$ cat config.mk
export PLATFORM = sky130hd
export DESIGN_NAME = key_filter
export DESIGN_NICKNAME = d
export VERILOG_FILES = /design/src/rtl/key_filter_pkg.sv /design/src/rtl/key_filter_ch.sv /design/src/rtl/key_filter.sv
export SDC_FILE = /design/constraint.sdc
export NUM_CORES = 1
export LEC_CHECK = 0
export CORE_ASPECT_RATIO = 0.9
export CORE_UTILIZATION = 50
export CTS_CLUSTER_SIZE = 16
export DETAILED_ROUTE_END_ITERATION = 10
export DONT_BUFFER_PORTS = 1
export SLEW_MARGIN = 0
export SYNTH_ARGS = -nofsm -noshare
export SYNTH_HDL_FRONTEND = slang
export SYNTH_HIERARCHICAL = 1
export SYNTH_SLANG_ARGS = --single-unit
$ cat constraint.sdc
create_clock -name clk -period 2.5 [get_ports clk]
set_input_delay 0.625 -clock clk [delete_from_list [all_inputs] [get_ports clk]]
set_output_delay 0.625 -clock clk [all_outputs]
set_load 0.05 [all_outputs]
$ cat src/rtl/key_filter_pkg.sv
// Shared types and elaboration-time helpers for the key filter.
package key_filter_pkg;

  typedef enum logic [1:0] {
    IDLE,
    PRESS_WAIT,
    PRESSED,
    RELEASE_WAIT
  } key_fsm_e;

  function automatic int ms_to_cycles(input int clk_hz, input int ms);
    return clk_hz / 1000 * ms;
  endfunction

  // Minimum result of 1 so a counter width is never zero.
  function automatic int clog2_f(input int value);
    int res;
    int v;
    res = 0;
    v = value - 1;
    while (v > 0) begin
      res = res + 1;
      v = v >>> 1;
    end
    return (res < 1) ? 1 : res;
  endfunction

endpackage

$ cat src/rtl/key_filter_ch.sv
// Single-key conditioner: synchroniser, debounce FSM, long-press timer.
module key_filter_ch
  import key_filter_pkg::*;
#(
  parameter int DB_CYCLES   = 4,
  parameter int LONG_CYCLES = 20,
  parameter bit ACTIVE_LOW  = 1'b1
) (
  input  logic clk,
  input  logic rst,
  input  logic key_in,
  output logic key_pulse,
  output logic key_release,
  output logic key_long,
  output logic key_state
);

  localparam int DB_W   = clog2_f(DB_CYCLES + 1);
  localparam int HOLD_W = clog2_f(LONG_CYCLES + 1);
  localparam logic [DB_W-1:0]   DB_LAST   = DB_W'(DB_CYCLES - 1);
  localparam logic [HOLD_W-1:0] HOLD_LAST = HOLD_W'(LONG_CYCLES - 1);
  localparam logic              IDLE_LEVEL = ACTIVE_LOW;

  logic sync1;
  logic sync2;
  logic key_s;

  key_fsm_e          state, state_n;
  logic [DB_W-1:0]   db_cnt, db_cnt_n;
  logic [HOLD_W-1:0] hold_cnt, hold_cnt_n;
  logic              long_done, long_done_n;
  logic              pulse_n, release_n, long_n, level_n;

  // Synchroniser resets to the released level so reset never looks like a press.
  always_ff @(posedge clk) begin
    if (rst) begin
      sync1 <= IDLE_LEVEL;
      sync2 <= IDLE_LEVEL;
    end else begin
      sync1 <= key_in;
      sync2 <= sync1;
    end
  end

  assign key_s = ACTIVE_LOW ? ~sync2 : sync2;

  always_ff @(posedge clk) begin
    if (rst) begin
      state       <= IDLE;
      db_cnt      <= '0;
      hold_cnt    <= '0;
      long_done   <= 1'b0;
      key_pulse   <= 1'b0;
      key_release <= 1'b0;
      key_long    <= 1'b0;
      key_state   <= 1'b0;
    end else begin
      state       <= state_n;
      db_cnt      <= db_cnt_n;
      hold_cnt    <= hold_cnt_n;
      long_done   <= long_done_n;
      key_pulse   <= pulse_n;
      key_release <= release_n;
      key_long    <= long_n;
      key_state   <= level_n;
    end
  end

  always_comb begin
    state_n     = state;
    db_cnt_n    = db_cnt;
    hold_cnt_n  = hold_cnt;
    long_done_n = long_done;
    pulse_n     = 1'b0;
    release_n   = 1'b0;
    long_n      = 1'b0;
    level_n     = key_state;

    case (state)
      IDLE: begin
        if (key_s) begin
          state_n  = PRESS_WAIT;
          db_cnt_n = DB_W'(1);
        end else begin
          db_cnt_n = '0;
        end
      end
      PRESS_WAIT: begin
        if (!key_s) begin
          state_n  = IDLE;
          db_cnt_n = '0;
        end else if (db_cnt == DB_LAST) begin
          state_n     = PRESSED;
          db_cnt_n    = '0;
          hold_cnt_n  = '0;
          long_done_n = 1'b0;
          pulse_n     = 1'b1;
          level_n     = 1'b1;
        end else begin
          db_cnt_n = db_cnt + DB_W'(1);
        end
      end
      PRESSED: begin
        if (!key_s) begin
          state_n  = RELEASE_WAIT;
          db_cnt_n = DB_W'(1);
        end
      end
      RELEASE_WAIT: begin
        if (key_s) begin
          state_n  = PRESSED;
          db_cnt_n = '0;
        end else if (db_cnt == DB_LAST) begin
          state_n   = IDLE;
          db_cnt_n  = '0;
          release_n = 1'b1;
          level_n   = 1'b0;
        end else begin
          db_cnt_n = db_cnt + DB_W'(1);
        end
      end
      default: begin
        state_n  = IDLE;
        db_cnt_n = '0;
      end
    endcase

    // Hold timer runs through release bounces and saturates after the long event.
    if ((state == PRESSED || state == RELEASE_WAIT) && !long_done) begin
      if (hold_cnt == HOLD_LAST) begin
        long_n      = 1'b1;
        long_done_n = 1'b1;
      end else begin
        hold_cnt_n = hold_cnt + HOLD_W'(1);
      end
    end
  end

endmodule

$ cat src/rtl/key_filter.sv
// N independent key conditioners feeding the countdown/display control.
module key_filter
  import key_filter_pkg::*;
#(
  parameter int N           = 1,
  parameter int CLK_HZ      = 12000000,
  parameter int DEBOUNCE_MS = 20,
  parameter int LONG_MS     = 1000,
  parameter bit ACTIVE_LOW  = 1'b1
) (
  input  logic         clk,
  input  logic         rst,
  input  logic [N-1:0] key_in,
  output logic [N-1:0] key_pulse,
  output logic [N-1:0] key_release,
  output logic [N-1:0] key_long,
  output logic [N-1:0] key_state
);

  localparam int DB_CYCLES   = ms_to_cycles(CLK_HZ, DEBOUNCE_MS);
  localparam int LONG_CYCLES = ms_to_cycles(CLK_HZ, LONG_MS);

  generate
    if (DB_CYCLES < 2) begin : g_bad_db
      $error("key_filter: debounce window shorter than 2 cycles");
    end
    if (LONG_CYCLES <= DB_CYCLES) begin : g_bad_long
      $error("key_filter: long-press time must exceed debounce time");
    end
  endgenerate

  for (genvar i = 0; i < N; i++) begin : g_ch
    key_filter_ch #(
      .DB_CYCLES  (DB_CYCLES),
      .LONG_CYCLES(LONG_CYCLES),
      .ACTIVE_LOW (ACTIVE_LOW)
    ) u_ch (
      .clk        (clk),
      .rst        (rst),
      .key_in     (key_in[i]),
      .key_pulse  (key_pulse[i]),
      .key_release(key_release[i]),
      .key_long   (key_long[i]),
      .key_state  (key_state[i])
    );
  end

endmodule

==> impl_metrics.py <==
metrics = {
    "synth": {
        "yosysTopAreaCell": "dfxtp_1",
        "ys.flop_type": "dfxtp_1",
        "postSynthAreaPerCell_um2": 8.30,
        "synth_area_mm2": 0.00259,
        "netlist_top_cells_count": "dfxtp_1 (51), nor2_1 (28), nand2_1 (24)",
        "synth_edf_count": 0,
        "ys_top_cells_by_area": "dfxtp_1 (39%), nor2_1 (4.1%), xor2_1 (4.1%)",
        "ys_types": 53,
        "synthArstFlopShare_pct": 0,
        "synth_top_area_share_pct": 39.4,
        "yosysSeqAreaShare_pct": 39.4,
        "synth_cells": 312,
        "yosysWarnings": 6,
        "yosysMostFrequentCell": "dfxtp_1",
        "synth_nets": 317,
        "synth-seq-cells": 51,
    },
    "floorplan": {
        "core.rowCount": 24,
        "fp.dieW_um": 77.9,
        "start_util_pct": 52.6,
        "dieArea_mm2": 0.00547,
        "die_y_um": 70.3,
        "core_region_area_mm2": 0.00492,
        "io_pins": 7,
    },
    "drt": {
        "routed_via_density": 5.82,
        "antenna_left": 0,
        "dr.pass1.iters": 4,
        "wire_per_inst_um": 14.5,
        "wl_mm": 5.48,
        "dr_total_vias": 2199,
        "drtIter0Drc": 190,
        "route.detailed.drc": 0,
    },
    "timing": {
        "finalSetupTns_ns": 0,
        "fmax_mhz": 446,
        "tightest_slew_ns": 1.12,
        "whs_ns": 0.388,
        "slew_violations": 0,
        "finalHoldViolCount": 0,
        "setup_violations": 0,
        "relSlewSlack_pct": 25.2,
        "grt_setup_unrepaired": "no",
        "final.period_utilization_pct": 89.6,
        "fin_crit_ns": 2.24,
        "skew_ns": 0.00459,
    },
    "clock_tree": {
        "clk_latency_ns": 0.30,
        "h-tree-depth": 2,
        "cts_tree": "done",
        "holdBufCountCts": 0,
        "cts_resized": 0,
        "clock-sinks": 51,
        "cts_buffers": 5,
        "path_clk_slew_ns": 0.09,
        "post_cts_buffers": 0,
        "clk_path_buf_depth": 2,
        "clockRootBuffer": "clkbuf_8",
    },
    "job": {
        "maxCapViolCount": 0,
    },
    "global_routing": {
        "antenna_found_initial": 0,
        "grt_first_pass_wirelength_mm": 9.51,
        "grt_pass1_vias": 1965,
        "grt_max_degree": 22,
        "track_usage_pct": 21.9,
        "overflow": 0,
    },
    "place": {
        "hpwl_mm": 3.85,
        "dp.cells": 370,
        "gp_congestion": 0.811,
        "io_buffers": 0,
    },
    "power_and_ir_drop": {
        "p_per_area_mw_per_mm2": 525,
        "p_leak_uw": 0.000906,
        "peakVddDrop_v": 0.000375,
    },
    "critical_path": {
        "crit_fanout": 8,
        "reg2reg_slack_ns": 0.26,
        "start_kind": "flip-flop",
        "regToRegStartpoint": "g_ch[0].u_ch/db_cnt[0]",
        "crit_type": "reg -> reg",
        "reg2reg_depth": 6,
        "rr_endpoint": "g_ch[0].u_ch/db_cnt[4]",
        "arrival_ns": 2.47,
        "required_ns": 2.73,
        "end_kind": "flip-flop",
    },
    "finish": {
        "regMostFlops": "g_ch.u_ch/hold_cnt",
        "drive_gt1_share_pct": 8.31,
        "largest_register_ffs": 24,
        "num_antenna_cells": 0,
        "syn_to_final_growth_pct": 6.23,
        "top_regs": "g_ch.u_ch/hold_cnt: 24 flops, g_ch.u_ch/db_cnt: 18 flops",
        "fin_cells": 378,
        "nets": 317,
    },
    "hold_path": {
        "hold-path-endpoint": "g_ch[0].u_ch/db_cnt[6]",
        "min_path_type": "in -> reg",
        "worstHoldPathCells": 1,
        "hp-start": "rst",
    },
    "run_status": {
        "outcome": "finished clean",
    },
}
## placed cells by master (no fill, tap or decap), types with 3 or more instances in the layout
cell      instances
a211oi_1          4
a21o_1            4
a21oi_1          19
a31oi_1           3
and2_1            3
and3_1            5
and4_1            4
buf_4             7
clkbuf_8          6
dfxtp_1          51
inv_1            11
mux2i_1           3
nand2_1          24
nand2b_1          4
nand3_1          16
nand4_1          15
nor2_1           28
nor3_1            8
nor4_1            6
nor4b_1           4
o21ai_0          20
o22ai_1           3
o31ai_1           3
or3_1            10
or4_1             4
xor2_1           12
## how the worst max path moves through the flow
stage	startpoint	to	slack (ns)	depth (start not counted)
after global placement	g_ch[0].u_ch/db_cnt[0]	g_ch[0].u_ch/db_cnt[4]	0.35	6
after detailed placement	g_ch[0].u_ch/db_cnt[0]	g_ch[0].u_ch/db_cnt[4]	0.33	6
after floorplan	g_ch[0].u_ch/db_cnt[0]	g_ch[0].u_ch/db_cnt[7]	0.68	7
after global routing	g_ch[0].u_ch/db_cnt[0]	g_ch[0].u_ch/db_cnt[10]	0.03	6
final	g_ch[0].u_ch/db_cnt[0]	g_ch[0].u_ch/db_cnt[4]	0.26	6
after CTS	g_ch[0].u_ch/db_cnt[0]	g_ch[0].u_ch/db_cnt[4]	0.29	6
## cell type report
cell class	count	area [um2]
clock buffer	6	82.6
clock inverter	2	35.0
fill	457	2170
inverter	11	41.3
multi-input combinational	236	1440
sequential	51	1020
tap	65	81.3
timing repair buffer	7	52.6
## critical path: stages (launching register included)
cell	delay [ns]
dfxtp_1	0.35
ha_1	0.23
nand3_1	0.21
nor3_1	0.16
a211oi_1	0.91
a21oi_1	0.15
o21ai_0	0.17
## metrics by stage
stage          worst slack, ns  cell area [um2]  total power, uW  utilization, %
6_report                 0.259             2750             1440            55.9
5_1_grt                 0.0253             2750             1500            55.9
4_1_cts                  0.293             2750             1470            55.9
3_5_place_dp             0.332             2630              864            53.5
3_3_place_gp             0.349             2630              864            53.5
2_1_floorplan            0.678             2590              866               -
## power breakdown
group	switching, uW	internal (uW)
clock network	275	324
logic	10.9	9.06
registers	9.25	815
total	295	1150
## routing by layer
metal,global-route usage (%),vias to the layer above,wire length [um]
li1,-,1149,-
met1,35.2,1012,3130
met2,28.2,34,2110
met3,4.44,4,195
met4,6.50,0,40
met5,0,-,0
## logic make-up after synthesis
logic type	after synthesis	share of synthesized area (%)
compound gates	70	16.7
xor+xnor	13	4.40
fa+ha+maj	2	0.966
buf+inv	25	5.07
flops	51	39.4
mux	3	1.16
simple gates	148	32.3
No activity file was read; power rests on OpenSTA's default activity.
